===== config.mk =====
export PLATFORM = sky130hd
export DESIGN_NAME = orv64_bp_halt_ctrl
export DESIGN_NICKNAME = d
export VERILOG_FILES = /design/src/rtl/orv64_bp_halt_ctrl.sv
export SDC_FILE = /design/constraint.sdc
export NUM_CORES = 1
export LEC_CHECK = 0
export CORE_ASPECT_RATIO = 0.9
export CORE_MARGIN = 8
export CORE_UTILIZATION = 40
export CTS_CLUSTER_DIAMETER = 40
export CTS_CLUSTER_SIZE = 14
export DETAILED_ROUTE_END_ITERATION = 16
export GPL_TIMING_DRIVEN = 1
export PLACE_DENSITY = 0.66
export SYNTH_ARGS = -nofsm -noshare
export SYNTH_HDL_FRONTEND = slang
export SYNTH_SLANG_ARGS = --single-unit

===== constraint.sdc =====
create_clock -name clk -period 1.7 [get_ports clk]
set_input_delay 0.255 -clock clk [delete_from_list [all_inputs] [get_ports clk]]
set_output_delay 0.255 -clock clk [all_outputs]
set_load 0.03 [all_outputs]

===== src/rtl/orv64_bp_halt_ctrl.sv =====
// Breakpoint / debug halt controller for the ORV64 core.
// Collects breakpoint hits and debug halt requests, handshakes a pipeline
// halt with the core, handles resume and single-step, and keeps a halt
// counter plus a sticky halt-ack timeout flag.
module orv64_bp_halt_ctrl #(
    parameter int TIMEOUT_CYC = 255,
    parameter int CNT_W       = 16
) (
    input  logic             clk,
    input  logic             rstn,
    input  logic             bp_hit_if,
    input  logic             bp_hit_wb,
    input  logic             bp_hit_instret,
    input  logic             dbg_halt_req,
    input  logic             dbg_resume_req,
    input  logic             step_en,
    input  logic             core_halt_ack,
    input  logic             core_retire,
    output logic             core_halt_req,
    output logic             halted,
    output logic [2:0]       halt_cause,
    output logic             resume_ack,
    output logic             halt_err,
    output logic [CNT_W-1:0] halt_cnt
);

    // Wait timer is at least 8 bits, wider if the timeout needs it.
    localparam int TMR_W = ($clog2(TIMEOUT_CYC + 1) > 8) ? $clog2(TIMEOUT_CYC + 1) : 8;
    localparam logic [TMR_W-1:0] TMR_MAX  = TMR_W'(TIMEOUT_CYC);
    localparam logic [TMR_W-1:0] TMR_LAST = TMR_W'(TIMEOUT_CYC - 1);
    localparam logic [TMR_W-1:0] TMR_ONE  = TMR_W'(1);
    localparam logic [CNT_W-1:0] CNT_ONE  = CNT_W'(1);

    localparam logic [2:0] CAUSE_IF   = 3'd1;
    localparam logic [2:0] CAUSE_WB   = 3'd2;
    localparam logic [2:0] CAUSE_INST = 3'd3;
    localparam logic [2:0] CAUSE_DBG  = 3'd4;
    localparam logic [2:0] CAUSE_STEP = 3'd5;

    typedef enum logic [2:0] {
        S_RUN,
        S_HALT_REQ,
        S_HALTED,
        S_RESUME,
        S_STEP
    } state_t;

    state_t           state;
    logic             bp_mask;
    logic [TMR_W-1:0] timer;
    logic             bp_any;
    logic             trigger;
    logic [2:0]       trig_cause;

    assign bp_any  = bp_hit_if | bp_hit_wb | bp_hit_instret;
    assign trigger = dbg_halt_req | (~bp_mask & bp_any);

    // Halt cause priority: debug request beats any breakpoint source.
    always_comb begin
        trig_cause = 3'd0;
        if (dbg_halt_req)        trig_cause = CAUSE_DBG;
        else if (bp_hit_instret) trig_cause = CAUSE_INST;
        else if (bp_hit_wb)      trig_cause = CAUSE_WB;
        else if (bp_hit_if)      trig_cause = CAUSE_IF;
    end

    // Halt FSM with registered, state-aligned outputs.
    always_ff @(posedge clk or negedge rstn) begin
        if (!rstn) begin
            state         <= S_RUN;
            bp_mask       <= 1'b0;
            timer         <= '0;
            core_halt_req <= 1'b0;
            halted        <= 1'b0;
            halt_cause    <= 3'd0;
            resume_ack    <= 1'b0;
            halt_err      <= 1'b0;
            halt_cnt      <= '0;
        end else begin
            case (state)
                S_RUN: begin
                    // Mask uses its current value this cycle, so the retiring
                    // instruction's own breakpoint cannot re-trigger.
                    if (core_retire) bp_mask <= 1'b0;
                    if (trigger) begin
                        state         <= S_HALT_REQ;
                        halt_cause    <= trig_cause;
                        core_halt_req <= 1'b1;
                        timer         <= '0;
                    end
                end
                S_HALT_REQ: begin
                    if (core_halt_ack) begin
                        state  <= S_HALTED;
                        halted <= 1'b1;
                        if (halt_cnt != '1) halt_cnt <= halt_cnt + CNT_ONE;
                    end else begin
                        if (timer != TMR_MAX) timer <= timer + TMR_ONE;
                        // Flag on the cycle the timer reaches TIMEOUT_CYC; keep waiting.
                        if (timer >= TMR_LAST) halt_err <= 1'b1;
                    end
                end
                S_HALTED: begin
                    // A trigger arriving with the resume is dropped.
                    if (dbg_resume_req) begin
                        state         <= S_RESUME;
                        halted        <= 1'b0;
                        core_halt_req <= 1'b0;
                        resume_ack    <= 1'b1;
                    end
                end
                S_RESUME: begin
                    resume_ack <= 1'b0;
                    bp_mask    <= 1'b1;
                    state      <= step_en ? S_STEP : S_RUN;
                end
                S_STEP: begin
                    // bp_mask is always set on entry here, so only debug
                    // requests and the stepped retire can halt.
                    if (core_retire) bp_mask <= 1'b0;
                    if (dbg_halt_req) begin
                        state         <= S_HALT_REQ;
                        halt_cause    <= CAUSE_DBG;
                        core_halt_req <= 1'b1;
                        timer         <= '0;
                    end else if (core_retire) begin
                        state         <= S_HALT_REQ;
                        halt_cause    <= CAUSE_STEP;
                        core_halt_req <= 1'b1;
                        timer         <= '0;
                    end
                end
                default: state <= S_RUN;
            endcase
        end
    end

endmodule


==> impl_table.tex <==
\begin{tabular}{lr}
\hline
Metric & Value \\
\hline
\multicolumn{2}{l}{\textbf{Power}} \\
Total Power & 3840 uW \\
Switch Pwr & 1440 uW \\
Power density normalized to cell area & 1350 nW/um\^{}2 \\
Lkg Pwr & 0.00135 uW \\
IR Drop Worst-Case VDD & 0.832 mV \\
Fraction of power consumed by combinational cells & 0.489 \\
Switching Fraction & 0.375 \\
Clock Power Share & 0.201 \\
Portion of total power attributed to sequential cells & 0.309 \\
Internal Dissipation & 2400 uW \\
\multicolumn{2}{l}{\textbf{Finish}} \\
Area added between synthesis and finish & 54.6\% \\
Most frequent cells in the layout & 51 x buf\_4, 24 x dfrtp\_1, 18 x clkdlybuf4s50\_1 \\
Layout fillers & 374 \\
Number of antenna cells inserted & 0 \\
Number of nets in the layout & 286 \\
Leading cell type in the layout, fill and taps excluded & buf\_4 \\
Post-layout instance area & 2830 um\^{}2 \\
Fraction of final layout cells with drive strength greater than 1 & 0.336 \\
Fin cells & 336 \\
\multicolumn{2}{l}{\textbf{Route}} \\
Vias & 1,755 \\
Vias per std cell & 5.22 \\
DR iter-0 viols & 194 \\
Post-route ant nets & 0 \\
Drc violations & 0 \\
Per-cell routed wire length & 14.5 um \\
First-pass detailed-route iteration total & 4 \\
Wire length after detailed routing & 4880 um \\
\multicolumn{2}{l}{\textbf{Setup path}} \\
CP max FO & 5 \\
FF-to-FF setup slack & -0.004 ns \\
Worst reg2reg path startpoint & halt\_cnt[0]\$\_DFFE\_PN0P\_ \\
Worst path required time & 1.87 ns \\
Largest incremental delay on the critical path & 0.40 ns \\
CP max-delay cell & dfrtp\_2 \\
Data arrival time of the critical path & 1.87 ns \\
Most frequent cell on the critical path & buf\_4 \\
Cell family contributing the most delay on the critical path & simple AND/OR/NAND/NOR gates \\
Critical Path Source Type & flip-flop \\
Crit. Startpoint & halt\_cnt[0]\$\_DFFE\_PN0P\_ \\
Path type of the worst setup path & flip-flop to flip-flop \\
Worst Path Buf+Inv & 2 \\
Worst path cell trace & ha\_4 -> nand4\_1 -> nor4\_4 -> buf\_4 -> buf\_4 -> nor2\_1 -> xor2\_1 \\
Worst Setup End Kind & flip-flop \\
\multicolumn{2}{l}{\textbf{Placement}} \\
Port Buffers & 32 \\
Gp weighted congestion & 0.885 \\
Post-detail-place hpwl & 3520 um \\
DP Area & 2610 um\^{}2 \\
Worst slack at placement & -0.299 ns \\
Number of placed instances, taps included & 321 \\
\multicolumn{2}{l}{\textbf{Clocking}} \\
Clock sinks & 35 \\
Number of buffers on the longest clock path & 2 \\
Latest clock arrival within the worst-skew pair & 0.29 ns \\
Post-CTS clock slew at the launch and capture registers of the worst setup and hold paths & 0.07 ns \\
Cts-stage hold buffer count & 0 \\
CTS buffer count & 5 \\
Root buf cell & clkbuf\_8 \\
Number of H-tree levels & 2 \\
Clock tree from TritonCTS & done \\
\multicolumn{2}{l}{\textbf{Run}} \\
Total of max-cap violations & 0 \\
\multicolumn{2}{l}{\textbf{Status}} \\
Status & finished with violations \\
Violations in the final reports & setup timing \\
\multicolumn{2}{l}{\textbf{Global route}} \\
Global-route usage over all layers & 0.145 \\
Overall overflow remaining after global route & 0 \\
Met2 usage in global routing & 0.214 \\
Most heavily used metal layer in global routing & met2 \\
Met3 Usage GRT & 0.0408 \\
Antenna violations before repair & 0 \\
Vias in the first global route & 1,695 \\
Met1 Resource Use GR & 0.192 \\
First-pass GRT wire length & 8030 um \\
Maximum number of pins on one net before global-route repair & 36 \\
\multicolumn{2}{l}{\textbf{Floorplanning}} \\
Die extent in y & 80.2 um \\
Die area & 7000 um\^{}2 \\
Top Ports & 33 \\
Die width & 87.3 um \\
Area inside the core boundary & 4430 um\^{}2 \\
\# rows & 23 \\
Initial Util & 0.413 \\
\multicolumn{2}{l}{\textbf{Yosys}} \\
Dominant synthesized flop cell & dfrtp\_1 \\
Share of flip-flops with an asynchronous set or reset after synthesis & 1.00 \\
Sequential fraction of the synthesis area & 0.478 \\
Count of unique library cells instantiated by Yosys & 43 \\
Number of flops mapped to enable cells by yosys & 0 \\
Cells after synthesis & 188 \\
Post-Synthesis Mean Instance Area & 9.74 um\^{}2 \\
Net Count, Synth & 201 \\
Ys Warns & 0 \\
Seq cells post-synth & 35 \\
Cell area after synthesis & 1830 um\^{}2 \\
\multicolumn{2}{l}{\textbf{Timing}} \\
PnR worst setup slack & -0.00359 ns \\
Count of final setup violators & 1 \\
Worst rel slew slack & 0.705 \\
Clock Skew & 0.00411 ns \\
Slew Limit Fails & 0 \\
Least-Margin Pin Slew & 0.443 ns \\
Total count of hold-check failures in the final report & 0 \\
Time the final worst path needs with I/O delays and setup & 1.70 ns \\
Peak Freq & 587 MHz \\
RSZ-0062 raised after global routing & yes \\
Period Utilization, post-route & 1.00 \\
\multicolumn{2}{l}{\textbf{Hold path}} \\
Hold WC Path Type & primary input to async pin \\
\hline
\end{tabular}
## metal layers
metal  up-vias  wire, um
met3         5       270
met5         -         0
met4         0        78
li1        867         -
met1       822      2340
met2        61      2190
## repair_timing
item	CTS	global route
pin swaps	0	5
setup buffers	1	6
hold endpoints to repair	0	0
endpoints found under the setup margin	19	20
resized for setup	13	17
## through the flow
| stage | hold WS, ns | setup TNS, ns | util |
|---|---|---|---|
| 2_1_floorplan | -0.0406 | -0.103 | - |
| 3_3_place_gp | 0.462 | -2.73 | 0.589 |
| 3_5_place_dp | 0.468 | -3.15 | 0.589 |
| 4_1_cts | 0.389 | 0 | 0.615 |
| 5_1_grt | 0.419 | -0.526 | 0.639 |
| 6_report | 0.374 | -0.00359 | 0.639 |
## final cells by class
| cell class | count | area [um^2] | share of cell area |
|---|---|---|---|
| Clock buffer | 6 | 82.6 | 0.0292 |
| Sequential cell | 35 | 890 | 0.314 |
| Tap cell | 62 | 77.6 | 0.0274 |
| Clock inverter | 2 | 35.0 | 0.0124 |
| Inverter | 7 | 26.3 | 0.00928 |
| Timing Repair Buffer | 85 | 728 | 0.257 |
| Multi-Input combinational cell | 139 | 993 | 0.351 |
## worst register-to-register path: stages (launching register included)
cell,delay (ns)
dfrtp_2,0.40
ha_4,0.14
nand4_1,0.21
nor4_4,0.32
buf_4,0.17
buf_4,0.13
nor2_1,0.05
xor2_1,0.15
## sequential cells by signal, summed over array words and instances (netlist names)
name	count
bp_mask	1
core_halt_req	1
halt_cause	3
halt_cnt	16
halt_err	1
halted	1
resume_ack	1
state	3
timer	8
## kinds of logic after synthesis
group / after synthesis / synth area share
xor gates and xnor gates: 12 / 0.0574
buffers and inverters: 14 / 0.0301
adders and majority gates: 3 / 0.0205
muxes: 5 / 0.0301
DFF: 35 / 0.478
and+or+nand+nor: 81 / 0.253
AOI/OAI and AO/OA: 38 / 0.130
## power by group through the flow
stage / Combinational (uW) / Sequential (uW) / Clock, uW
after detailed placement: 1740 / 1220 / 0
after floorplan: 650 / 1460 / 0
final: 1880 / 1190 / 773
after global routing: 2040 / 1210 / 837
after global placement: 1710 / 1210 / 0
after CTS: 1720 / 1210 / 797
## cells in the mapped netlist, drive strengths merged, types with 2 or more instances
library cell | count | area share
a21oi | 9 | 0.025
a31oi | 3 | 0.010
a41oi | 3 | 0.014
and3 | 3 | 0.010
buf | 3 | 0.0075
clkbuf | 4 | 0.0082
dfrtp | 35 | 0.48
ha | 3 | 0.020
inv | 7 | 0.014
mux2 | 4 | 0.025
nand2 | 14 | 0.029
nand2b | 4 | 0.014
nand3 | 12 | 0.033
nand3b | 3 | 0.012
nand4 | 6 | 0.020
nor2 | 10 | 0.020
nor3 | 8 | 0.022
nor3b | 3 | 0.012
nor4 | 7 | 0.032
o21a | 2 | 0.0082
o21ai | 11 | 0.030
o22ai | 2 | 0.0068
o2bb2ai | 2 | 0.0096
o41ai | 3 | 0.014
or3 | 2 | 0.0068
xnor2 | 2 | 0.0096
xor2 | 10 | 0.048
## worst paths after layout
check                                                to  depth (start not counted)
max in group asynchronous       halt_cnt[7]$_DFFE_PN0P_                          2
worst max-delay path            halt_cnt[5]$_DFFE_PN0P_                          7
worst max register to register  halt_cnt[5]$_DFFE_PN0P_                          7
worst min register to register     halt_err$_DFFE_PN0P_                          1
min in group clk                   halt_err$_DFFE_PN0P_                          1
worst min-delay path               timer[6]$_DFFE_PN0P_                          2
No activity file was read; power rests on OpenSTA's default activity.
